===== src/rtl/cnn_core_seq.sv =====
// Job sequencer for one cnn_core: streams N fmap vectors from a buffer into the core
// and collects results into an output FIFO, with issue limited by free FIFO credit.
module cnn_core_seq #(
    parameter int FM_W       = 72,
    parameter int OUT_W      = 64,
    parameter int CNT_BW     = 16,
    parameter int FIFO_DEPTH = 8
) (
    input  logic              clk,
    input  logic              reset,
    input  logic              i_start,
    input  logic [CNT_BW-1:0] i_num,
    output logic              o_busy,
    output logic              o_done,
    output logic              o_rd_en,
    output logic [CNT_BW-1:0] o_rd_addr,
    input  logic [FM_W-1:0]   i_rd_data,
    output logic              o_core_valid,
    output logic [FM_W-1:0]   o_core_fmap,
    input  logic              i_core_valid,
    input  logic [OUT_W-1:0]  i_core_fmap,
    output logic              o_res_valid,
    output logic [OUT_W-1:0]  o_res_data,
    input  logic              i_res_ready,
    output logic              o_err_ovf
);
    localparam int AW = $clog2(FIFO_DEPTH);
    localparam int CW = AW + 1;
    localparam logic [CW:0] C_DEPTH = (CW + 1)'(FIFO_DEPTH);

    typedef enum logic [1:0] {S_IDLE, S_RUN, S_DRAIN, S_DONE} state_t;

    state_t            r_state;
    state_t            w_state_next;
    logic [CNT_BW-1:0] r_num;
    logic [CNT_BW-1:0] r_issued;
    logic [CNT_BW-1:0] r_recv;
    logic [CW-1:0]     r_inflight;
    logic [CW-1:0]     r_count;
    logic [AW-1:0]     r_wptr;
    logic [AW-1:0]     r_rptr;
    logic [OUT_W-1:0]  r_mem [FIFO_DEPTH];
    logic              r_core_valid;
    logic              r_err_ovf;

    logic              w_active;
    logic              w_push_req;
    logic              w_push;
    logic              w_pop;
    logic              w_full;
    logic              w_ovf;
    logic              w_rd_en;
    logic              w_dec;
    logic              w_start_job;
    logic [CW:0]       w_used;
    logic [CW:0]       w_credit;
    logic [CW-1:0]     w_count_next;

    // Credit counts reads still inside the core plus results parked in the FIFO.
    assign w_used   = {1'b0, r_count} + {1'b0, r_inflight};
    assign w_credit = (w_used >= C_DEPTH) ? '0 : (C_DEPTH - w_used);
    assign w_rd_en  = (r_state == S_RUN) && (r_issued < r_num) && (w_credit != '0);
    assign w_dec    = i_core_valid && (r_inflight != '0);

    assign w_active     = (r_state == S_RUN) || (r_state == S_DRAIN);
    assign w_push_req   = i_core_valid && w_active;
    assign w_pop        = (r_count != '0) && i_res_ready;
    assign w_full       = (r_count == C_DEPTH[CW-1:0]);
    assign w_push       = w_push_req && (!w_full || w_pop);
    assign w_ovf        = w_push_req && w_full && !w_pop;
    assign w_count_next = r_count + CW'(w_push) - CW'(w_pop);

    // DRAIN looks at the post-pop occupancy so done follows the final pop directly.
    always_comb begin
        w_state_next = r_state;
        w_start_job  = 1'b0;
        case (r_state)
            S_IDLE: begin
                if (i_start) begin
                    if (i_num != '0) begin
                        w_state_next = S_RUN;
                        w_start_job  = 1'b1;
                    end else begin
                        w_state_next = S_DONE;
                    end
                end
            end
            S_RUN: begin
                if (w_rd_en && ((r_issued + CNT_BW'(1)) == r_num)) begin
                    w_state_next = S_DRAIN;
                end
            end
            S_DRAIN: begin
                if ((r_recv == r_num) && (w_count_next == '0)) begin
                    w_state_next = S_DONE;
                end
            end
            S_DONE:  w_state_next = S_IDLE;
            default: w_state_next = S_IDLE;
        endcase
    end

    always_ff @(posedge clk) begin
        if (reset) begin
            r_state      <= S_IDLE;
            r_num        <= '0;
            r_issued     <= '0;
            r_recv       <= '0;
            r_inflight   <= '0;
            r_count      <= '0;
            r_wptr       <= '0;
            r_rptr       <= '0;
            r_core_valid <= 1'b0;
            r_err_ovf    <= 1'b0;
        end else begin
            r_state      <= w_state_next;
            r_core_valid <= w_rd_en;
            if (w_start_job) begin
                r_num      <= i_num;
                r_issued   <= '0;
                r_recv     <= '0;
                r_inflight <= '0;
            end else begin
                if (w_rd_en) r_issued <= r_issued + CNT_BW'(1);
                if (w_push)  r_recv   <= r_recv + CNT_BW'(1);
                if (w_rd_en && !w_dec) begin
                    r_inflight <= r_inflight + CW'(1);
                end else if (!w_rd_en && w_dec) begin
                    r_inflight <= r_inflight - CW'(1);
                end
            end
            if (w_push) r_wptr <= r_wptr + AW'(1);
            if (w_pop)  r_rptr <= r_rptr + AW'(1);
            r_count <= w_count_next;
            if (w_ovf) r_err_ovf <= 1'b1;
        end
    end

    always_ff @(posedge clk) begin
        if (w_push) r_mem[r_wptr] <= i_core_fmap;
    end

    assign o_busy       = w_active;
    assign o_done       = (r_state == S_DONE);
    assign o_rd_en      = w_rd_en;
    assign o_rd_addr    = r_issued;
    assign o_core_valid = r_core_valid;
    assign o_core_fmap  = i_rd_data;
    assign o_res_valid  = (r_count != '0);
    assign o_res_data   = r_mem[r_rptr];
    assign o_err_ovf    = r_err_ovf;

endmodule

===== config.mk =====
export PLATFORM = sky130hd
export DESIGN_NAME = cnn_core_seq
export DESIGN_NICKNAME = d
export VERILOG_FILES = /design/src/rtl/cnn_core_seq.sv
export SDC_FILE = /design/constraint.sdc
export NUM_CORES = 1
export LEC_CHECK = 0
export CAP_MARGIN = 10
export CELL_PAD_IN_SITES_DETAIL_PLACEMENT = 1
export CELL_PAD_IN_SITES_GLOBAL_PLACEMENT = 1
export CORE_MARGIN = 1.5
export CORE_UTILIZATION = 23
export CTS_CLUSTER_SIZE = 20
export DETAILED_ROUTE_END_ITERATION = 10
export GPL_ROUTABILITY_DRIVEN = 0
export GPL_TIMING_DRIVEN = 0
export PLACE_DENSITY = 0.5
export SKIP_CTS_REPAIR_TIMING = 1
export SYNTH_ARGS = -nofsm -noshare
export SYNTH_HDL_FRONTEND = slang
export SYNTH_SLANG_ARGS = --single-unit

===== constraint.sdc =====
create_clock -name clk -period 19 [get_ports clk]
set_input_delay 1.9 -clock clk [delete_from_list [all_inputs] [get_ports clk]]
set_output_delay 1.9 -clock clk [all_outputs]
set_load 0.01 [all_outputs]

Word level (Yosys, flattened, before mapping)
Memories as Yosys holds them, arrays and structs flattened. A register that Yosys moved wholly into a read port is not among the register bits.
Index checks and enable logic that the tools add are counted.
Widths: inputs -> output; s select.
Operators by class
  multipliers: 0
  mux-type cells: 15
  eq/ne operators: 9
  magnitude comparators: 2
  bitwise gates (word level): 0
  shifts and indexed selects: 0
  reductions and logical operators: 27
  div/mod/pow operators: 0
  $add $sub $neg: 10
Operators with widths (number)
  $add 16x1->16 const B: 2
  $eq 16x16->1: 2
  $lt 16x16->1: 1
  $reduce_bool 16->1: 1
  $logic_and 1x1->1: 12
  $mux 2: 4
  $mux 4: 2
  $pmux 2 s4: 1
  $reduce_bool 4->1: 2
  $add 3x1->3 const B: 2
  $mux 3: 2
  $add 4x4->5: 1
  $ge 5x4->1 const B: 1
  $mux 1: 5
  $mux 5: 1
  $reduce_bool 5->1: 1
  $sub 4x5->5 const A: 1
  $add 4x1->4: 1
  $add 4x1->4 const B: 1
  $eq 2x2->1 const B: 2
  $eq 4x4->1 const B: 1
  $logic_not 1->1: 4
  $logic_not 4->1: 1
  $ne 2x1->1 const B: 2
  9 further kinds: 10
Storage, ports and cells
  flip-flop bits (word level): 66
  memories: 1
  word-level logic and storage cells: 74
  latch bits: 0
  memory bits (read-only): 0
  input port bits: 157
  output and inout bits: 158
  memory bits (writable): 512
Memories
  r_mem: words 8, bits a word 64, read ports 1, clocked after Yosys merged registers in 1, write ports 1, line 42  | logic [OUT_W-1:0] r_mem [FIFO_DEPTH];

Depth between registers and ports, before layout
Gate-level depths: netlist of run 1.
  depth in word-level cells: 10
  depth in mapped cells: 18

Worst setup path after synthesis of run 1
OpenSTA, ideal clock, no wires.
  path kind: input-to-reg
  start point: in i_res_ready
  end point: mem r_mem[2][0], enable pin
  arrival time: 9.331 ns
  required time: 18.334 ns
  slack: 9.003 ns
  setup time: 0.666 ns
  stages on the path: 6
  cell sequence: nand2b_1 > nand3_1 > and3_1 > clkbuf_1 > inv_1 > nor4b_1
On the way
  longest elaborated chain between the ends: 5
RTL lines
  start: declaration: line 24  | input logic i_res_ready,
  $logic_and 1x1->1: line 67  | assign w_pop = (r_count != '0) && i_res_ready;
  $logic_or 1x1->1: line 69  | assign w_push = w_push_req && (!w_full || w_pop);
  $logic_and 1x1->1: line 69
  $mux 1: line 140  | if (w_push) r_mem[r_wptr] <= i_core_fmap;
  $mux 1 (not written as such): line 140
  end: declaration: line 42
Every way passes these cells.

Worst setup path in the final report of run 1
  start point: reg r_inflight[0]
  end point: out o_rd_en
On the way
  longest elaborated chain between the ends: 5
RTL lines
  start: declaration: line 38  | logic [CW-1:0] r_inflight;
  start signal: assignment: line 127  | r_inflight <= r_inflight + CW'(1);
  start signal: assignment: line 129  | r_inflight <= r_inflight - CW'(1);
  $add 4x4->5 *: line 60  | assign w_used = {1'b0, r_count} + {1'b0, r_inflight};
  $sub 4x5->5 or $ge 5x4->1 (tied branches): line 61  | assign w_credit = (w_used >= C_DEPTH) ? '0 : (C_DEPTH - w_used);
  $mux 5 *: line 61
  $reduce_bool 5->1 *: line 62  | assign w_rd_en = (r_state == S_RUN) && (r_issued < r_num) && (w_credit != '0);
  $logic_and 1x1->1 *: line 62
  end: declaration: line 15  | output logic o_rd_en,
Mark *: on every way between the ends. The rest lies on a longest branch, timed or not.

==> impl_metrics.prom, run 1 <==
# TYPE chip_impl_metric gauge
chip_impl_info{name="run_status",value="finished, final reports clean"} 1
chip_impl_metric{name="grt_pass1_vias",unit=""} 14800
chip_impl_metric{name="netlist_instances",unit=""} 1323
chip_impl_metric{name="finalMaxSlewViolations",unit=""} 0
chip_impl_metric{name="share_of_cells_above_drive_strength_1",unit="%"} 26.6
chip_impl_metric{name="grt.overflow.total",unit=""} 0
chip_impl_metric{name="vdd_ir_drop_max",unit="V"} 0.0000589
chip_impl_metric{name="final_skew",unit="ns"} 0.0263
chip_impl_metric{name="synth.lib_cells_used.distinct",unit=""} 51
chip_impl_metric{name="arrival",unit="ns"} 4.35
chip_impl_metric{name="endpoint_required_time_on_the_critical_path",unit="ns"} 17.10
chip_impl_metric{name="antenna_left",unit=""} 0
chip_impl_metric{name="timing.critical_path.fanout_max",unit=""} 11
chip_impl_metric{name="final_clock_period_utilization_by_the_worst_path",unit="%"} 32.9
chip_impl_metric{name="p_per_area",unit="nW/um2"} 123
chip_impl_metric{name="synth-edff-count",unit=""} 512
chip_impl_metric{name="worst-r2r-cell-count",unit=""} 18
chip_impl_metric{name="post_synth_instance_area",unit="um2"} 24000
chip_impl_metric{name="drt-initial-drc-count",unit=""} 590
chip_impl_metric{name="finalPower",unit="mW"} 3.85
chip_impl_metric{name="htree_levels",unit=""} 3
chip_impl_metric{name="power.combinational.fraction",unit="%"} 25.1
chip_impl_metric{name="hold_depth",unit=""} 2
chip_impl_metric{name="clock_path_buffers",unit=""} 3
chip_impl_metric{name="synthesis.yosys.warnings",unit=""} 0
chip_impl_info{name="worstHoldStart",value="o_err_ovf$_SDFFE_PP0P_"} 1
chip_impl_info{name="synth_ff_type",value="edfxtp_1"} 1
chip_impl_metric{name="floorplan_core_area",unit="um2"} 103000
chip_impl_metric{name="timing.critical_path.buf_inv",unit=""} 4
chip_impl_metric{name="clkTransAtPathRegs",unit="ns"} 0.05
chip_impl_metric{name="std_cell_rows",unit=""} 118
chip_impl_metric{name="dr.pass1.iters",unit=""} 5
chip_impl_metric{name="timing_worst_slew_pin_value",unit="ns"} 1.09
chip_impl_metric{name="die_w",unit="um"} 326
chip_impl_metric{name="mappedNetlistNets",unit=""} 1521
chip_impl_metric{name="grt_antenna_before_repair",unit=""} 9
chip_impl_metric{name="clock_sink_count",unit=""} 581
chip_impl_info{name="tritoncts",value="yes"} 1
chip_impl_metric{name="grt_pass1_wl",unit="mm"} 97.4
chip_impl_metric{name="maxClockFrequency",unit="MHz"} 160
chip_impl_metric{name="finalWirelength",unit="mm"} 65.4
chip_impl_metric{name="buffer_ports.inserted",unit=""} 242
chip_impl_metric{name="die_area",unit="um2"} 106000
chip_impl_metric{name="finalSetupViolCount",unit=""} 0
chip_impl_info{name="critical-path-slowest-cell",value="clkdlybuf4s50_1"} 1
chip_impl_info{name="crit_path_max_delay_family",value="buffers and inverters"} 1
chip_impl_metric{name="synthArstFlopShare",unit="%"} 0
chip_impl_metric{name="sequentialPowerShare",unit="%"} 39.1
chip_impl_info{name="setup_repair_after_global_routing_missed_its_margin",value="false"} 1
chip_impl_info{name="worst_hold_path.endpoint",value="o_err_ovf$_SDFFE_PP0P_"} 1
chip_impl_info{name="capturing_element_type_of_the_critical_path",value="output port"} 1
chip_impl_info{name="regToRegStartpoint",value="r_inflight[0]$_SDFFE_PP0P_"} 1
chip_impl_metric{name="p_int",unit="mW"} 2.81
chip_impl_info{name="cts.root.buffer_cell",value="clkbuf_16"} 1
chip_impl_info{name="crit_top_cell",value="ha_1"} 1
chip_impl_metric{name="synthesis.area_per_instance",unit="um2"} 18.2
chip_impl_metric{name="synth_seq_cells",unit=""} 581
chip_impl_info{name="cp_startpoint_kind",value="flop"} 1
chip_impl_metric{name="drc",unit=""} 0
chip_impl_metric{name="clkLatencyLatePin",unit="ns"} 0.62
chip_impl_metric{name="top_ports",unit=""} 315
chip_impl_metric{name="power.share.clock",unit="%"} 35.8
chip_impl_metric{name="post-route-min-period",unit="ns"} 6.25
chip_impl_metric{name="net-switching-power",unit="mW"} 1.04
chip_impl_info{name="layout_common_cells",value="edfxtp_1 (512), clkdlybuf4s50_1 (242), mux4_2 (128), buf_4 (115), clkbuf_16 (70)"} 1
chip_impl_metric{name="r2r_slack",unit="ns"} 14.32
chip_impl_metric{name="p_leak",unit="nW"} 10.2
chip_impl_metric{name="p_sw_share",unit="%"} 27.1
chip_impl_info{name="hp-class",value="flop to flop"} 1
chip_impl_metric{name="grt_max_degree",unit=""} 22
chip_impl_metric{name="dpl_worst_slack",unit="ns"} 12.79
chip_impl_metric{name="initial_core_util",unit="%"} 23.2
chip_impl_metric{name="fin_nets",unit=""} 1910
chip_impl_info{name="layout_commonest_cell",value="edfxtp_1"} 1
chip_impl_metric{name="route.vias.total",unit=""} 13000
chip_impl_metric{name="via_count_normalized_by_instance_count",unit=""} 4.14
chip_impl_info{name="worstPathCellList",value="ha_1, inv_1, fa_1, ha_1, nor2b_1, a21oi_1, o311a_1, and4_1, buf_2, buf_1, clkdlybuf4s50_1"} 1
chip_impl_metric{name="max_stage_delay",unit="ns"} 0.68
chip_impl_metric{name="grtUsageTotal",unit="%"} 12.3
chip_impl_metric{name="detail_route.wl_per_cell",unit="um"} 20.8
chip_impl_info{name="reg2reg_to",value="r_inflight[3]$_SDFFE_PP0P_"} 1
chip_impl_metric{name="max-slew-margin-rel",unit="%"} 27.5
chip_impl_metric{name="cts_inserted_buffers",unit=""} 69
chip_impl_metric{name="timing.max_cap.violations",unit=""} 0
chip_impl_info{name="timing.setup.critical_path_class",value="flop to output port"} 1
chip_impl_metric{name="synth.yosys.seq_area_share",unit="%"} 69.7
chip_impl_metric{name="final.setup.worst_slack",unit="ns"} 12.75
chip_impl_metric{name="hold_violations",unit=""} 0
chip_impl_metric{name="detailedPlacementHpwl",unit="mm"} 47.1
chip_impl_metric{name="synthToLayoutAreaGrowth",unit="%"} 30.6
chip_impl_metric{name="vertical_die_dimension",unit="um"} 326
kinds of logic (layout without fill, tap and decap cells):
group | after synthesis | in the layout | synth area share, %
AO/OA/AOI/OAI | 51 | 51 | 1.36
XOR/XNOR | 75 | 75 | 2.73
adder cells (fa/ha/maj) | 41 | 41 | 2.23
buffers and inverters | 166 | 611 | 3.84
flip-flops | 581 | 581 | 69.7
multiplexers | 210 | 210 | 15.7
other | 0 | 2 | 0
AND/OR/NAND/NOR | 199 | 199 | 4.36
layer usage:
layer | vias up | GRT usage, % | part of all wire (%)
li1 | 5908 | - | -
met1 | 6772 | 15.6 | 43
met2 | 247 | 21.0 | 50
met3 | 100 | 2.74 | 4.5
met4 | 12 | 3.76 | 2.4
met5 | - | 0 | 0.11
Yosys cell counts, drive strengths merged, types with 3 or more instances:
| master | instances | share of area [%] |
|---|---|---|
| a31oi | 3 | 0.078 |
| ha | 38 | 2.0 |
| a21o | 5 | 0.16 |
| nand4 | 24 | 0.74 |
| edfxtp | 512 | 64 |
| xnor2 | 40 | 1.5 |
| mux2 | 64 | 3.0 |
| nor2b | 10 | 0.26 |
| and3 | 6 | 0.16 |
| mux4 | 128 | 12 |
| nor3b | 3 | 0.094 |
| o21ai | 12 | 0.30 |
| nor4b | 5 | 0.18 |
| buf | 102 | 2.8 |
| clkbuf | 30 | 0.47 |
| nor3 | 8 | 0.17 |
| xor2 | 35 | 1.3 |
| nand3 | 20 | 0.44 |
| dfxtp | 69 | 5.7 |
| or3 | 4 | 0.10 |
| a21oi | 20 | 0.43 |
| inv | 33 | 0.52 |
| nor4 | 12 | 0.44 |
| nor2 | 68 | 1.1 |
| fa | 3 | 0.25 |
| mux2i | 18 | 0.75 |
| nand2 | 32 | 0.50 |
| a311oi | 3 | 0.11 |
sequential cells by signal, indices dropped and copies added (netlist names), named ones only:
name and flops:
r_mem 512, o_rd_addr 16, r_num 16, r_recv 16
r_count 4, r_inflight 4, r_rptr 3, r_wptr 3
r_state 2, o_core_valid 1, o_err_ovf 1
worst min-delay path: stages (launching register included):
cell     delay, ns
dfxtp_1       0.33
a31oi_1       0.04
nor2_1        0.07
power by group through the flow:
stage	clock network [mW]	registers [mW]	logic (mW)
finish	1.38	1.51	0.968
detailed placement	0	1.53	1.00
global placement	0	1.56	0.964
CTS	1.43	1.51	1.01
global route	1.47	1.51	1.06
floorplan	0	1.53	0.568
area by class of cell:
class / count / area (um2)
Sequential cell: 581 / 16800
Clock buffer: 86 / 1830
Buffer: 132 / 795
Antenna cell: 2 / 5.00
Clock inverter: 41 / 563
Inverter: 34 / 128
Multi-Input combinational cell: 576 / 6400
Fill cell: 10700 / 72100
Timing Repair Buffer: 318 / 3190
Tap cell: 1380 / 1730
how the worst max path moves through the flow:
stage | from | to | slack (ns) | cells after the start
2_1_floorplan | i_res_ready | r_mem[2][0]$_DFFE_PP_ | 9.00 | 6
3_3_place_gp | i_res_ready | r_mem[1][29]$_DFFE_PP_ | -0.59 | 7
3_5_place_dp | i_res_ready | r_state[1]$_SDFFE_PP0P_ | 12.79 | 17
4_1_cts | r_inflight[0]$_SDFFE_PP0P_ | o_rd_en | 12.63 | 11
5_1_grt | r_inflight[0]$_SDFFE_PP0P_ | o_rd_en | 12.51 | 11
6_report | r_inflight[0]$_SDFFE_PP0P_ | o_rd_en | 12.75 | 11
through the flow:
step,utilization (%),std cells,hold slack [ns],TNS [ns],instance area (um2)
floorplan,-,1323,0.454,0,24000
global placement,27.2,2945,0.461,-68.17,28200
detailed placement,28.0,3021,0.472,0,29000
CTS,30.3,3148,0.485,0,31400
global route,30.3,3149,0.536,0,31400
finish,30.3,3150,0.477,0,31400
Power figures use the tool's default switching activity.
==> run 2, diff against run 1 <==
clock period = 6.2 ns   (was 19 ns; I/O delays follow)
==> impl_metrics.prom, run 2 (synthesis results as in run 1) <==
# TYPE chip_impl_metric gauge
chip_impl_metric{name="antenna_left",unit=""} 0
chip_impl_metric{name="sequentialPowerShare",unit="%"} 39.5
chip_impl_metric{name="grt.overflow.total",unit=""} 0
chip_impl_metric{name="grtUsageTotal",unit="%"} 12.2
chip_impl_metric{name="timing_worst_slew_pin_value",unit="ns"} 1.05
chip_impl_metric{name="die_area",unit="um2"} 106000
chip_impl_metric{name="cp.depth",unit=""} 11
chip_impl_info{name="layout_common_cells",value="edfxtp_1 (512), clkdlybuf4s50_1 (242), mux4_2 (128), buf_4 (113), clkbuf_16 (70)"} 1
chip_impl_metric{name="tns",unit="ns"} 0
chip_impl_metric{name="detail_route.wl_per_cell",unit="um"} 20.7
chip_impl_metric{name="power.share.clock",unit="%"} 34.8
chip_impl_metric{name="drc",unit=""} 0
chip_impl_metric{name="top_ports",unit=""} 315
chip_impl_metric{name="worst-r2r-cell-count",unit=""} 18
chip_impl_metric{name="timing.critical_path.buf_inv",unit=""} 4
chip_impl_metric{name="cts_inserted_buffers",unit=""} 69
chip_impl_metric{name="placedInstanceArea",unit="um2"} 29000
chip_impl_metric{name="final.setup.worst_slack",unit="ns"} 1.17
chip_impl_info{name="tritoncts",value="yes"} 1
chip_impl_metric{name="floorplan_core_area",unit="um2"} 103000
chip_impl_info{name="cts.root.buffer_cell",value="clkbuf_16"} 1
chip_impl_metric{name="via_count_normalized_by_instance_count",unit=""} 4.17
chip_impl_info{name="regToRegStartpoint",value="r_inflight[0]$_SDFFE_PP0P_"} 1
chip_impl_info{name="timing.setup.critical_path_class",value="flop to output port"} 1
chip_impl_metric{name="final_util",unit="%"} 30.3
chip_impl_metric{name="detailedPlacementHpwl",unit="mm"} 46.6
chip_impl_metric{name="clkTransAtPathRegs",unit="ns"} 0.05
chip_impl_info{name="crit_path_max_delay_family",value="buffers and inverters"} 1
chip_impl_metric{name="hold_violations",unit=""} 0
chip_impl_info{name="critical-path-slowest-cell",value="buf_1"} 1
chip_impl_metric{name="grt_pass1_vias",unit=""} 14400
chip_impl_metric{name="htree_levels",unit=""} 3
chip_impl_metric{name="vertical_die_dimension",unit="um"} 326
chip_impl_metric{name="share_of_cells_above_drive_strength_1",unit="%"} 26.8
chip_impl_info{name="worstPathCellList",value="ha_1, inv_1, fa_1, ha_1, nor2b_1, a21oi_1, o311a_1, and4_1, buf_2, buf_1, clkdlybuf4s50_1"} 1
chip_impl_metric{name="grt_antenna_before_repair",unit=""} 7
chip_impl_info{name="cp_startpoint_kind",value="flop"} 1
chip_impl_metric{name="post-route-min-period",unit="ns"} 5.03
chip_impl_metric{name="final_clock_period_utilization_by_the_worst_path",unit="%"} 81.2
chip_impl_info{name="run_status",value="finished, final reports clean"} 1
chip_impl_info{name="capturing_element_type_of_the_critical_path",value="output port"} 1
chip_impl_metric{name="metal1_wirelength",unit="mm"} 27.9
chip_impl_metric{name="grt_pass1_wl",unit="mm"} 96.0
chip_impl_metric{name="maxClockFrequency",unit="MHz"} 199
chip_impl_metric{name="p_int",unit="mW"} 8.45
chip_impl_info{name="reg2reg_to",value="r_inflight[3]$_SDFFE_PP0P_"} 1
chip_impl_info{name="crit_top_cell",value="ha_1"} 1
chip_impl_metric{name="post-route-cell-area",unit="um2"} 31300
chip_impl_metric{name="finalPower",unit="mW"} 11.7
chip_impl_metric{name="r2r_slack",unit="ns"} 1.43
chip_impl_metric{name="dr.pass1.iters",unit=""} 4
chip_impl_metric{name="clkLatencyLatePin",unit="ns"} 0.63
chip_impl_info{name="layout_commonest_cell",value="edfxtp_1"} 1
chip_impl_metric{name="synthToLayoutAreaGrowth",unit="%"} 30.3
chip_impl_metric{name="route.vias.total",unit=""} 13100
chip_impl_info{name="regMostFlops",value="r_mem"} 1
chip_impl_info{name="hp-class",value="flop to flop"} 1
chip_impl_metric{name="finished_layout_cells",unit=""} 3144
chip_impl_metric{name="endpoint_required_time_on_the_critical_path",unit="ns"} 5.58
chip_impl_metric{name="power.combinational.fraction",unit="%"} 25.7
chip_impl_metric{name="arrival",unit="ns"} 4.41
chip_impl_info{name="worstHoldStart",value="o_err_ovf$_SDFFE_PP0P_"} 1
chip_impl_metric{name="number_of_placed_cells_counting_well_taps",unit=""} 3015
chip_impl_metric{name="finalWirelength",unit="mm"} 65.2
chip_impl_metric{name="vdd_ir_drop_max",unit="V"} 0.000159
chip_impl_metric{name="die_w",unit="um"} 326
chip_impl_metric{name="clock_sink_count",unit=""} 581
chip_impl_metric{name="p_leak",unit="nW"} 10.2
chip_impl_metric{name="fin_nets",unit=""} 1906
chip_impl_metric{name="finalMaxSlewViolations",unit=""} 0
chip_impl_metric{name="final_skew",unit="ns"} 0.0304
chip_impl_metric{name="dpl_worst_slack",unit="ns"} 1.29
chip_impl_metric{name="hold_slack",unit="ns"} 0.481
chip_impl_info{name="worst_setup_path_startpoint",value="r_inflight[0]$_SDFFE_PP0P_"} 1
chip_impl_metric{name="buffer_ports.inserted",unit=""} 242
chip_impl_info{name="worstSetupEndpoint",value="o_rd_en"} 1
chip_impl_metric{name="p_per_area",unit="nW/um2"} 373
chip_impl_metric{name="clock_path_buffers",unit=""} 3
chip_impl_metric{name="routed-wl-met2",unit="mm"} 32.6
chip_impl_metric{name="max-slew-margin-rel",unit="%"} 30.0
chip_impl_metric{name="largest_register_ff_count",unit=""} 512
chip_impl_metric{name="finalSetupViolCount",unit=""} 0
chip_impl_metric{name="num_antenna_cells",unit=""} 0
chip_impl_info{name="routed.top_layer",value="met5"} 1
chip_impl_metric{name="std_cell_rows",unit=""} 118
chip_impl_metric{name="drt-initial-drc-count",unit=""} 633
chip_impl_metric{name="timing.max_cap.violations",unit=""} 0
chip_impl_metric{name="initial_core_util",unit="%"} 23.2
chip_impl_info{name="setup_repair_after_global_routing_missed_its_margin",value="false"} 1
chip_impl_metric{name="p_sw_share",unit="%"} 27.7
chip_impl_metric{name="max_stage_delay",unit="ns"} 0.73
chip_impl_metric{name="detailroute.wirelength.met3",unit="mm"} 3.19
chip_impl_metric{name="timing.critical_path.fanout_max",unit=""} 11
chip_impl_metric{name="net-switching-power",unit="mW"} 3.24
chip_impl_metric{name="grt_max_degree",unit=""} 17
==> run 2: power by group through the flow <==
stage	combinational (mW)	clock, mW	sequential (mW)
global route	3.27	4.34	4.65
global placement	2.78	0	4.72
detailed placement	3.08	0	4.71
floorplan	1.74	0	4.70
CTS	3.10	4.22	4.63
finish	3.00	4.06	4.62
==> run 2: worst min-delay path by stage <==
stage	slack, ns	cells past startpoint	endpoint
floorplan	0.45	2	flop
global placement	0.47	2	o_err_ovf$_SDFFE_PP0P_
detailed placement	0.48	2	o_err_ovf$_SDFFE_PP0P_
CTS	0.49	2	o_err_ovf$_SDFFE_PP0P_
global route	0.51	2	o_err_ovf$_SDFFE_PP0P_
finish	0.48	2	o_err_ovf$_SDFFE_PP0P_
==> run 2: per-layer routing <==
layer	vias up	global-route usage, %
met4	14	3.37
met1	6841	15.3
met2	255	21.0
li1	5895	-
met5	-	0
met3	104	2.95
==> run 2: final cells by class <==
class                           instances  area [um2]
Sequential cell                       581       16800
Multi-Input combinational cell        576        6400
Clock buffer                           82        1820
Clock inverter                         45         485
Inverter                               34         128
Buffer                                132         795
Tap cell                             1380        1730
Timing Repair Buffer                  314        3210
Fill cell                           10700       72200
==> run 2: worst min-delay path, cell delays in order (launching register included) <==
cell and delay [ns]:
dfxtp_1 0.33, a31oi_1 0.05, nor2_1 0.07
